==> src/rtl/cache_mshr.sv <==
// cache_mshr: in-order miss queue that issues single-beat bus cycles and returns completions
module cache_mshr #(
  parameter int AW = 8,
  parameter int DW = 8,
  parameter int DEPTH = 4,
  parameter int TIMEOUT = 15
) (
  input  logic                    clk,
  input  logic                    rst,
  input  logic                    load_valid_i,
  input  logic [AW-1:0]           load_adr_i,
  input  logic [DW-1:0]           load_dat_i,
  input  logic                    load_we_i,
  output logic                    load_ready_o,
  output logic                    deload_valid_o,
  output logic [AW-1:0]           deload_adr_o,
  output logic [DW-1:0]           deload_dat_o,
  output logic                    deload_we_o,
  output logic                    deload_err_o,
  input  logic                    deload_ready_i,
  input  logic [AW-1:0]           lookup_adr_i,
  output logic                    lookup_hit_o,
  output logic [$clog2(DEPTH):0]  count_o,
  output logic                    cyc_m2s,
  output logic                    we_m2s,
  output logic [AW-1:0]           adr_m2s,
  output logic [DW-1:0]           dat_m2s,
  input  logic [DW-1:0]           dat_mem_i,
  input  logic                    ack_mem_i
);
  localparam int PW = $clog2(DEPTH);
  localparam int CW = PW + 1;
  localparam int TW = $clog2(TIMEOUT + 1);
  typedef enum logic {IDLE, BUS} state_t;
  state_t state;
  logic [AW-1:0] adr_q [DEPTH];
  logic [DW-1:0] dat_q [DEPTH];
  logic [DEPTH-1:0] we_q, done_q, err_q;
  logic [PW-1:0] wr, iss, rd;
  logic [TW-1:0] tmo;
  logic load_fire, deload_fire, pending;
  assign load_ready_o = count_o < CW'(DEPTH);
  assign deload_valid_o = (count_o != '0) && done_q[rd];
  assign deload_adr_o = adr_q[rd];
  assign deload_dat_o = dat_q[rd];
  assign deload_we_o = we_q[rd];
  assign deload_err_o = err_q[rd];
  assign load_fire = load_valid_i && load_ready_o;
  assign deload_fire = deload_valid_o && deload_ready_i;
  // a full queue with iss==wr still has work when the entry there has not completed
  assign pending = (iss != wr) || (count_o == CW'(DEPTH) && !done_q[iss]);
  // probe every occupied slot, measured as its distance from the read pointer
  always_comb begin
    lookup_hit_o = 1'b0;
    for (int i = 0; i < DEPTH; i++)
      if ({1'b0, PW'(i) - rd} < count_o && adr_q[i] == lookup_adr_i) lookup_hit_o = 1'b1;
  end
  // queue bookkeeping plus the IDLE/BUS issue engine with timeout
  always_ff @(posedge clk or posedge rst)
    if (rst) begin
      wr <= '0;
      iss <= '0;
      rd <= '0;
      count_o <= '0;
      state <= IDLE;
      tmo <= '0;
      cyc_m2s <= 1'b0;
      we_m2s <= 1'b0;
      adr_m2s <= '0;
      dat_m2s <= '0;
      we_q <= '0;
      done_q <= '0;
      err_q <= '0;
      for (int i = 0; i < DEPTH; i++) begin
        adr_q[i] <= '0;
        dat_q[i] <= '0;
      end
    end else begin
      count_o <= count_o + CW'(load_fire) - CW'(deload_fire);
      if (load_fire) begin
        adr_q[wr] <= load_adr_i;
        dat_q[wr] <= load_dat_i;
        we_q[wr] <= load_we_i;
        done_q[wr] <= 1'b0;
        err_q[wr] <= 1'b0;
        wr <= wr + 1'b1;
      end
      if (deload_fire) rd <= rd + 1'b1;
      if (state == IDLE) begin
        if (pending) begin
          state <= BUS;
          cyc_m2s <= 1'b1;
          we_m2s <= we_q[iss];
          adr_m2s <= adr_q[iss];
          dat_m2s <= dat_q[iss];
          tmo <= '0;
        end
      end else if (ack_mem_i || tmo == TW'(TIMEOUT - 1)) begin
        if (ack_mem_i && !we_q[iss]) dat_q[iss] <= dat_mem_i;
        done_q[iss] <= 1'b1;
        err_q[iss] <= !ack_mem_i;
        iss <= iss + 1'b1;
        state <= IDLE;
        cyc_m2s <= 1'b0;
        we_m2s <= 1'b0;
      end else tmo <= tmo + 1'b1;
    end
endmodule

==> config.mk <==
export PLATFORM = sky130hd
export DESIGN_NAME = cache_mshr
export DESIGN_NICKNAME = d
export VERILOG_FILES = /design/src/rtl/cache_mshr.sv
export SDC_FILE = /design/constraint.sdc
export NUM_CORES = 1
export LEC_CHECK = 0
export CORE_MARGIN = 2
export CORE_UTILIZATION = 60
export DETAILED_ROUTE_END_ITERATION = 8
export PLACE_DENSITY = 0.89
export SLEW_MARGIN = 5
export SYNTH_ARGS = -nofsm -noshare
export SYNTH_HDL_FRONTEND = slang
export SYNTH_SLANG_ARGS = --single-unit
==> constraint.sdc <==
create_clock -name clk -period 5.7 [get_ports clk]
set_input_delay 1.14 -clock clk [delete_from_list [all_inputs] [get_ports clk]]
set_output_delay 1.14 -clock clk [all_outputs]
set_load 0.01 [all_outputs]
==> results of run 1 <==
layer usage:
metal | vias up | part of all wire | global-route usage
li1 | 1863 | - | -
met1 | 2169 | 0.42 | 0.355
met5 | - | 0 | 0
met2 | 155 | 0.51 | 0.450
met3 | 25 | 0.051 | 0.0401
met4 | 0 | 0.023 | 0.119
state kept, by name (all words and copies together) (netlist names), 3 cells and up:
| register | cells |
|---|---|
| adr_q | 32 |
| err_q | 4 |
| dat_m2s | 8 |
| tmo | 4 |
| we_q | 4 |
| adr_m2s | 8 |
| dat_q | 32 |
| done_q | 4 |
| count_o | 3 |
metrics by stage:
| stage | hold WS, ns | area (sq um) | power (uW) | utilization | setup slack [ns] |
|---|---|---|---|---|---|
| final | 0.494 | 7070 | 4290 | 0.723 | 1.50 |
| after global routing | 0.513 | 7070 | 4540 | 0.723 | 1.45 |
| after CTS | 0.497 | 7070 | 4300 | 0.723 | 1.50 |
| after detailed placement | 0.475 | 6880 | 3830 | 0.703 | 1.58 |
| after global placement | 0.466 | 6880 | 3720 | 0.703 | 1.63 |
| after floorplan | 0.461 | 6020 | 3010 | - | 1.71 |
final cells by class:
type / instances / area (sq um)
repair buffers: 84 / 828
fillers: 647 / 2710
clock inverters: 6 / 62.6
clock buffers: 10 / 128
multi-input cells: 325 / 3120
well taps: 133 / 166
inverters: 14 / 55.1
flip-flops and latches: 108 / 2700
power groups by stage:
stage / registers, uW / clock network [uW] / logic (uW)
3_3_place_gp: 1490 / 0 / 2230
3_5_place_dp: 1520 / 0 / 2310
6_report: 1510 / 470 / 2310
2_1_floorplan: 1420 / 0 / 1590
5_1_grt: 1560 / 500 / 2480
4_1_cts: 1500 / 470 / 2330
critical path: stages:
cell and delay (ns):
clkdlybuf4s50_1 0.53, xor2_1 0.20, nor4_1 0.36, o211ai_1 0.15, nand4_1 0.14, clkdlybuf4s50_1 0.54
path summary, 6_finish.rpt:
path,to,slack [ns],cells after the start
setup / recovery,lookup_hit_o,1.50,6
hold / removal,dat_m2s[0]$_DFFE_PP0P_,0.49,1
setup reg to reg,count_o[2]$_DFF_PP0_,2.68,11
hold reg to reg,dat_m2s[0]$_DFFE_PP0P_,0.49,1
max in group asynchronous,dat_m2s[4]$_DFFE_PP0P_,3.40,3
min in group asynchronous,dat_m2s[5]$_DFFE_PP0P_,1.33,2
cells by family after synthesis:
| family | after synthesis |
|---|---|
| muxes | 123 |
| xor gates and xnor gates | 43 |
| DFF | 108 |
| and+or+nand+nor | 80 |
| AOI/OAI and AO/OA | 62 |
| buffers and inverters | 37 |
| adders and majority gates | 17 |
cell usage in the layout (no fill, tap or decap), types with 3 or more instances in the layout:
cell type,n
clkbuf_8,9
nor4_1,8
mux2i_1,33
clkdlybuf4s50_1,79
nand3_1,6
inv_1,13
buf_4,5
nand2_1,52
mux4_2,37
o211ai_1,3
xor2_1,36
o21ai_0,8
clkinv_2,3
xnor2_1,7
a31oi_1,5
a32oi_1,4
mux2_1,16
mux2_2,37
nor3b_4,4
o21ai_1,33
dfrtp_1,108
a21oi_1,5
ha_1,16
==> impl_results.md, run 1 <==
- Status: finished clean
- Tot GR Track Use: 0.270
- Simple logic cell fraction of the synthesized area: 0.0685
- Gr ovfl total: 0
- Synth warn: 0
- Crit. Startpoint: lookup_adr_i[3]
- Worst setup SP type: primary input
- Compound-Gate Fraction of Synth Area: 0.0586
- CTS tree: yes
- Area growth from synthesis to layout: 17.3%
- Dpl cells: 664
- CTS hold repair buffers: 0
- Clk pwr share: 0.110
- Largest family of logic cells by synthesized area: multiplexers
- Clock sinks: 108
- Synth top area cells: dfrtp_1 45%, mux4_2 14%, mux2_2 6.9%, mux2i_1 5.5%, xor2_1 5.2%
- Leak: around 0.0031 uW
- Share of the synthesized area in the top cell type: 0.449
- Final critical-path share of the clock period: 0.737
- Post-synth cell types: 35
- Setup tns final: 0 ns
- CP Class: in -> out
- Critical path peak fanout: 4
- Final worst clock skew: 0.0164 ns
- Worst-margin pin slew: 1.19 ns
- Rows: 36
- ANT nets after route: 0
- Total CTS buffers: 9
- Post-Synth Adder-Cell Area: 0.0366
- Core area: slightly below 0.01 sq mm
- Count of final setup violators: 0
- Die area: 0.0109 sq mm
- Detailed Route WL: 13.9 mm
- Post-synthesis area per instance: between 10 and 15 sq um
- DR pass1 iterations: 4
- Sequential share of power: 0.352
- Drt drc: 0
- Syn Nets: 525
- Cell Area, Synth: 0.00602 sq mm
- Tmin final: 4.20 ns
- Net Switching: 1650 uW
- # IOs: 80
- # nets final: 597
- Slew HR: 0.203
- Reg clk slew, reported paths: 0.10 ns
- Root Buffer: clkbuf_8
- Fraction of registers with async set/reset: 1.00
- Initial antenna violation count: 0
- Hpwl dp: between 9 and 10 mm
- Clock tree buffer depth: 2
- Peak VDD IR: approximately 0.45 mV
- Setup crit end kind: primary output
- Worst R2R Start: rd[0]$_DFFE_PP0P_
- PostCTS Resize Cnt: 0
- Combinational share of power: 0.538
- Final Wtd Congestion: 0.937
- Clock latency on the worst-skew pair: 0.38 ns
- Sequential share of the synthesized area: 0.449
- EDFF count, synth: 0
- Internal Power: between 2000 and 3000 uW
- Worst EP arrival: 3.06 ns
- Hold crit path type: reg -> reg
- DR WL/cell: 20.5 um
- Largest net degree at the start of global routing: 79
- Post-CTS Repair Setup Buffers: 0
- Pwr/cell area: 607 mW/mm^2
- F_max: 0.238 GHz
- Final Hold Vio Count: 0
- Top post-synthesis cells by count: 108 x dfrtp_1, 52 x nand2_1, 37 x mux2_2, 37 x mux4_2, 36 x xor2_1
- Initial core utilization: 0.616
- Area share of xor/xnor cells in the synthesized design: 0.0625
- Sw frac: 0.384
- Iter 0 DRT Violations: approximately 360
- Layout cells sized above 1: 0.185
- Die X: 104 um
- First-pass GRT wire length: 22.7 mm
- Die Ht: 104 um
- Post-synthesis register bit count: 108
- Cells after synthesis: 470
- H-tree depth: 3
- Hold Startpoint: dat_m2s[0]$_DFFE_PP0P_
- Ant. Diodes: 0
- Max_cap viols: 0
- Vias in the first global route: 4348
- RSZ-0062 raised after global routing: no
- Synth area leader: dfrtp_1
- Vias: 4212
- Slew Viols, Final: 0
- Vias/cell: 6.19
- Port buffer count: 79
- Final Non-Filler Cells: 680
- Top-count cell post-synth: dfrtp_1
- Top_reg_cell synth: dfrtp_1
- Worst Path Required: 4.56 ns
- Mux share of post-synthesis cell area: 0.292
Note: power is estimated with default switching activity, not from simulation.
==> run 2, diff against run 1 <==
--- a/config.mk
+++ b/config.mk
@@ -6,9 +6,9 @@
 export NUM_CORES = 1
 export LEC_CHECK = 0
 export CORE_MARGIN = 2
-export CORE_UTILIZATION = 60
+export CORE_UTILIZATION = 50
 export DETAILED_ROUTE_END_ITERATION = 8
-export PLACE_DENSITY = 0.89
+export PLACE_DENSITY = 0.79
 export SLEW_MARGIN = 5
 export SYNTH_ARGS = -nofsm -noshare
 export SYNTH_HDL_FRONTEND = slang
==> constraint.sdc (replaced) <==
create_clock -name clk -period 3.8 [get_ports clk]
set_input_delay 0.76 -clock clk [delete_from_list [all_inputs] [get_ports clk]]
set_output_delay 0.76 -clock clk [all_outputs]
set_load 0.01 [all_outputs]
==> impl_results.md, run 2 (synthesized netlist as in run 1, its figures left out) <==
- H-tree depth: 3 (unchanged)
- DR pass1 iterations: 4 (unchanged)
- Tot GR Track Use: 0.232 (was 0.270)
- Vias: 4070 (was 4212)
- Final Wtd Congestion: 0.990 (was 0.937)
- Rows: 40 (was 36)
- RSZ-0062 raised after global routing: no (unchanged)
- Hold Startpoint: adr_m2s[1]$_DFFE_PP0P_ (was dat_m2s[0]$_DFFE_PP0P_)
- Dpl ws: 0.378 ns (was 1.58 ns)
- Gr ovfl total: 0 (unchanged)
- Core area: 0.0119 sq mm (was 0.00977 sq mm)
- Worst EP arrival: 2.71 ns (was 3.06 ns)
- Detailed Route WL: 13.8 mm (was 13.9 mm)
- First-pass GRT wire length: 23.0 mm (was 22.7 mm)
- Status: finished clean (unchanged)
- Vias in the first global route: 4393 (was 4348)
- Total CTS buffers: 9 (unchanged)
- Setup crit end kind: primary output (unchanged)
- Iter 0 DRT Violations: 239 (was 361)
- Final worst clock skew: 0.00618 ns (was 0.0164 ns)
- Top Registers: adr_q: 32 flops, dat_q: 32 flops (unchanged)
- # IOs: 80 (unchanged)
- Commonest non-fill, non-tap cells in the layout: 108 x dfrtp_1, 79 x clkdlybuf4s50_1, 52 x nand2_1 (unchanged)
- F_max: 0.288 GHz
- Largest net degree at the start of global routing: 58 (was 79)
- Worst-margin pin slew: 0.733 ns (was 1.19 ns)
- Root Buffer: clkbuf_16 (was clkbuf_8)
- Commonest non-fill, non-tap cell in the layout: dfrtp_1 (unchanged)
- Worst Path Required: 3.04 ns (was 4.56 ns)
- Clock tree buffer depth: 2 (unchanged)
- Initial antenna violation count: 0 (unchanged)
- Tmin final: 3.47 ns
- Final Hold Vio Count: 0 (unchanged)
- Setup WS post-layout: 0.330 ns (was 1.50 ns)
- Worst setup SP type: primary input (unchanged)
- Hold crit path type: reg -> reg (unchanged)
- Max_cap viols: 0 (unchanged)
- Final critical-path share of the clock period: 0.913
- Vias/cell: 5.81 (was 6.19)
- Total power: 6750 uW (was 4290 uW)
- # nets final: 604 (was 597)
- Ant. Diodes: 0 (unchanged)
- Hpwl dp: 9.74 mm (was 9.40 mm)
- Critical path peak fanout: 4 (unchanged)
- PostCTS Resize Cnt: 0 (unchanged)
- Die area: 0.0129 sq mm (was 0.0109 sq mm)
- Die Ht: 114 um (was 104 um)
- Crit. Startpoint: lookup_adr_i[6] (was lookup_adr_i[3])
- ANT nets after route: 0 (unchanged)
- CTS hold repair buffers: 0 (unchanged)
- Setup tns final: 0 ns (unchanged)
- CTS tree: yes (unchanged)
- Clock sinks: 108 (unchanged)
- Pwr/cell area: 928 mW/mm^2 (was 607 mW/mm^2)
- Reg clk slew, reported paths: 0.07 ns (was 0.10 ns)
- Leak: 0.00322 uW (was 0.00313 uW)
- DR WL/cell: 19.7 um (was 20.5 um)
- Slew Viols, Final: 0 (unchanged)
- Peak VDD IR: 0.387 mV (was 0.448 mV)
- Slew HR: 0.509 (was 0.203)
- Area growth from synthesis to layout: 20.7% (was 17.3%)
- Drt drc: 0 (unchanged)
- Post-layout util: 0.613 (was 0.723)
- Port buffer count: 79 (unchanged)
- Count of final setup violators: 0 (unchanged)
- Fill count: 929 (was 647)
- Die X: 114 um (was 104 um)
- Initial core utilization: 0.508 (was 0.616)
- Worst R2R Start: rd[1]$_DFFE_PP0P_ (was rd[0]$_DFFE_PP0P_)
- Clock latency on the worst-skew pair: 0.35 ns (was 0.38 ns)
- Layout cells sized above 1: 0.197 (was 0.185)
- Post-CTS Repair Setup Buffers: 0 (unchanged)
- CP Class: in -> out (unchanged)
## run 2: cell count changes in the layout (fill, tap and decap cells not counted), sizes merged
cell	delta
buf	+7
clkbuf	-1
bufinv	+1
## run 2: path summary, 6_finish.rpt
| kind | slack (ns) | cells after the start | endpoint |
|---|---|---|---|
| max in group asynchronous | 2.08 | 3 | dat_m2s[4]$_DFFE_PP0P_ |
| worst max-delay path | 0.33 | 6 | lookup_hit_o |
| min in group asynchronous | 0.89 | 2 | adr_q[20]$_DFFE_PP0P_ |
| worst max register to register | 0.79 | 11 | count_o[2]$_DFF_PP0_ |
| worst min register to register | 0.49 | 1 | adr_m2s[1]$_DFFE_PP0P_ |
| worst min-delay path | 0.49 | 1 | adr_m2s[1]$_DFFE_PP0P_ |
## run 2: area by class of cell
| class | instances | area [sq um] | area share |
|---|---|---|---|
| Inverter | 14 | 55.1 | 0.00757 |
| Timing Repair Buffer | 91 | 881 | 0.121 |
| Multi-Input combinational cell | 325 | 3120 | 0.430 |
| Sequential cell | 108 | 2700 | 0.372 |
| Tap cell | 147 | 184 | 0.0253 |
| Clock inverter | 7 | 100 | 0.0138 |
| Clock buffer | 9 | 225 | 0.0310 |
## run 2: worst max-delay path, cell delays in order
cell and delay [ns]:
clkdlybuf4s50_1 0.52, xor2_1 0.19, nor4_1 0.42, o211ai_1 0.15
nand4_1 0.12, clkdlybuf4s50_1 0.54
## run 2: routing by layer
layer,up-vias,wire length [um],track usage
met5,-,0,0
met4,0,118,0.0691
met3,10,778,0.0558
met2,125,7220,0.396
met1,2059,5720,0.297
li1,1876,-,-
## run 2: through the flow
step | std cells | hold WS [ns] | cell area [sq um]
3_5_place_dp | 685 | 0.476 | 6950
3_3_place_gp | 685 | 0.469 | 6950
2_1_floorplan | 470 | 0.461 | 6020
5_1_grt | 701 | 0.505 | 7270
6_report | 701 | 0.486 | 7270
4_1_cts | 701 | 0.492 | 7270
## run 2: power breakdown
group / leakage [uW] / total [uW] / internal [uW] / switching (uW)
combinational: 0.00174 / 3450 / 1970 / 1490
clock: 0.000160 / 1010 / 582 / 428
sequential: 0.00132 / 2280 / 1710 / 572
==> run 3, diff against run 2 <==
--- a/config.mk
+++ b/config.mk
@@ -5,8 +5,10 @@
 export SDC_FILE = /design/constraint.sdc
 export NUM_CORES = 1
 export LEC_CHECK = 0
+export CELL_PAD_IN_SITES_DETAIL_PLACEMENT = 0
+export CELL_PAD_IN_SITES_GLOBAL_PLACEMENT = 2
 export CORE_MARGIN = 2
-export CORE_UTILIZATION = 50
+export CORE_UTILIZATION = 34
 export DETAILED_ROUTE_END_ITERATION = 8
 export PLACE_DENSITY = 0.79
 export SLEW_MARGIN = 5
==> impl_results.md, run 3 (synthesized netlist as in run 1, its figures left out) <==
- Status: finished clean (unchanged)
- Layout cells sized above 1: 0.198 (was 0.197)
- Vias in the first global route: 4202 (was 4393)
- Final critical-path share of the clock period: 0.893 (was 0.913)
- Die X: 137 um (was 114 um)
- Initial antenna violation count: 0 (unchanged)
- Fill count: 1620 (was 929)
- Cell area after layout: 0.00737 sq mm (was 0.00727 sq mm)
- Rows: 48 (was 40)
- Dpl cells: 764 (was 685)
- Leak: 0.00322 uW (about the same)
- Peak VDD IR: 0.452 mV (was 0.387 mV)
- DR WL/cell: 19.4 um (was 19.7 um)
- Post-Place Cell Area: 0.00706 sq mm (was 0.00695 sq mm)
- Reg clk slew, reported paths: 0.07 ns (about the same)
- Gr ovfl total: 0 (unchanged)
- Vias/cell: 5.19 (was 5.81)
- Min Hold Slack: 0.486 ns (about the same)
- Iter 0 DRT Violations: 229 (was 239)
- Tot GR Track Use: 0.172 (was 0.232)
- Slew Viols, Final: 0 (unchanged)
- Pwr/cell area: 918 mW/mm^2 (was 928 mW/mm^2)
- Hold crit path type: reg -> reg (unchanged)
- Tmin final: 3.39 ns (was 3.47 ns)
- Post-layout util: 0.426 (was 0.613)
- First-pass GRT wire length: 23.9 mm (was 23.0 mm)
- Die area: 0.0188 sq mm (was 0.0129 sq mm)
- Worst Path Required: 3.04 ns (about the same)
- Final Hold Vio Count: 0 (unchanged)
- Commonest non-fill, non-tap cells in the layout: 108 x dfrtp_1, 79 x clkdlybuf4s50_1, 52 x nand2_1 (unchanged)
- RSZ-0062 raised after global routing: no (unchanged)
- Core area: 0.0173 sq mm (was 0.0119 sq mm)
- Commonest non-fill, non-tap cell in the layout: dfrtp_1 (unchanged)
- Area growth from synthesis to layout: 22.3% (was 20.7%)
- # IOs: 80 (unchanged)
- Detailed Route WL: 15.1 mm (was 13.8 mm)
- Setup crit end kind: primary output (unchanged)
- CTS hold repair buffers: 0 (unchanged)
- Slew HR: 0.379 (was 0.509)
- H-tree depth: 3 (unchanged)
- Top Registers: adr_q: 32 flops, dat_q: 32 flops (unchanged)
- Final Wtd Congestion: 0.846 (was 0.990)
- Hpwl dp: 10.5 mm (was 9.74 mm)
- Clock sinks: 108 (unchanged)
- Max_cap viols: 0 (unchanged)
- Port buffer count: 79 (unchanged)
- Die Ht: 137 um (was 114 um)
- Critical path peak fanout: 4 (unchanged)
- Ant. Diodes: 0 (unchanged)
- Root Buffer: clkbuf_16 (unchanged)
- Count of final setup violators: 0 (unchanged)
- Final Non-Filler Cells: 780 (was 701)
- Worst-margin pin slew: 0.932 ns (was 0.733 ns)
- DR pass1 iterations: 4 (unchanged)
- Post-CTS Repair Setup Buffers: 0 (unchanged)
- CTS tree: yes (unchanged)
- # nets final: 605 (was 604)
- Vias: 4048 (was 4070)
- F_max: 0.295 GHz (was 0.288 GHz)
- Worst setup SP type: primary input (unchanged)
- Drt drc: 0 (unchanged)
- PostCTS Resize Cnt: 0 (unchanged)
- Setup tns final: 0 ns (unchanged)
- CP Class: in -> out (unchanged)
- ANT nets after route: 0 (unchanged)
- Largest net degree at the start of global routing: 74 (was 58)
- Final worst clock skew: 0.00625 ns (was 0.00618 ns)
- Total CTS buffers: 9 (unchanged)
- Clock latency on the worst-skew pair: 0.36 ns (was 0.35 ns)
- Clock tree buffer depth: 2 (unchanged)
- Worst EP arrival: 2.63 ns (was 2.71 ns)
- Initial core utilization: 0.348 (was 0.508)
[run 3: cell types whose count changed in the layout (fill, tap and decap cells not counted)]
cell / before / now
inv_6: 1 / 3
clkinv_4: 3 / 2
clkinv_2: 1 / 0
clkinvlp_4: 0 / 1
bufinv_16: 2 / 1
buf_12: 0 / 1
[run 3: worst max-delay path: stages]
cell and delay [ns]:
clkdlybuf4s50_1 0.52, xor2_1 0.19, nor4_1 0.38, o211ai_1 0.14, nand4_1 0.10, clkdlybuf4s50_1 0.54
[run 3: path summary, 6_finish.rpt]
kind                                         from                     end  slack, ns  cells after the start
setup / recovery                  lookup_adr_i[3]            lookup_hit_o       0.41                      6
hold / removal             adr_m2s[1]$_DFFE_PP0P_  adr_m2s[1]$_DFFE_PP0P_       0.49                      1
setup reg to reg                rd[1]$_DFFE_PP0P_    count_o[2]$_DFF_PP0_       0.72                     11
hold reg to reg            adr_m2s[1]$_DFFE_PP0P_  adr_m2s[1]$_DFFE_PP0P_       0.49                      1
max in group asynchronous                     rst     done_q[3]$_DFF_PP0_       2.10                      3
min in group asynchronous                     rst  dat_m2s[2]$_DFFE_PP0P_       0.97                      2
[run 3: area by class of cell]
| type | instances | area [sq um] | share of cell area |
|---|---|---|---|
| clock inverter | 7 | 81.3 | 0.0110 |
| timing repair buffer | 92 | 901 | 0.122 |
| clock buffer | 9 | 225 | 0.0306 |
| sequential | 108 | 2700 | 0.367 |
| multi-input combinational | 325 | 3120 | 0.424 |
| tap | 225 | 282 | 0.0382 |
| inverter | 14 | 55.1 | 0.00747 |
[run 3: power by group]
| part | switching, uW | internal, uW |
|---|---|---|
| clock network | 450 | 521 |
| logic | 1550 | 1970 |
| registers | 561 | 1710 |
| total | 2570 | 4200 |
[run 3: stage by stage]
stage / total power [uW] / setup slack [ns]
6_report: 6760 / 0.408
2_1_floorplan: 4510 / 0.194
5_1_grt: 7250 / 0.229
3_3_place_gp: 5780 / 0.454
3_5_place_dp: 5870 / 0.431
4_1_cts: 6880 / 0.411
[run 3: layer usage]
layer | vias to the layer above | track usage | share of wire
li1 | 1874 | - | -
met1 | 2054 | 0.230 | 0.45
met2 | 110 | 0.282 | 0.49
met3 | 10 | 0.0389 | 0.051
met4 | 0 | 0.0430 | 0.013
met5 | - | 0 | 0
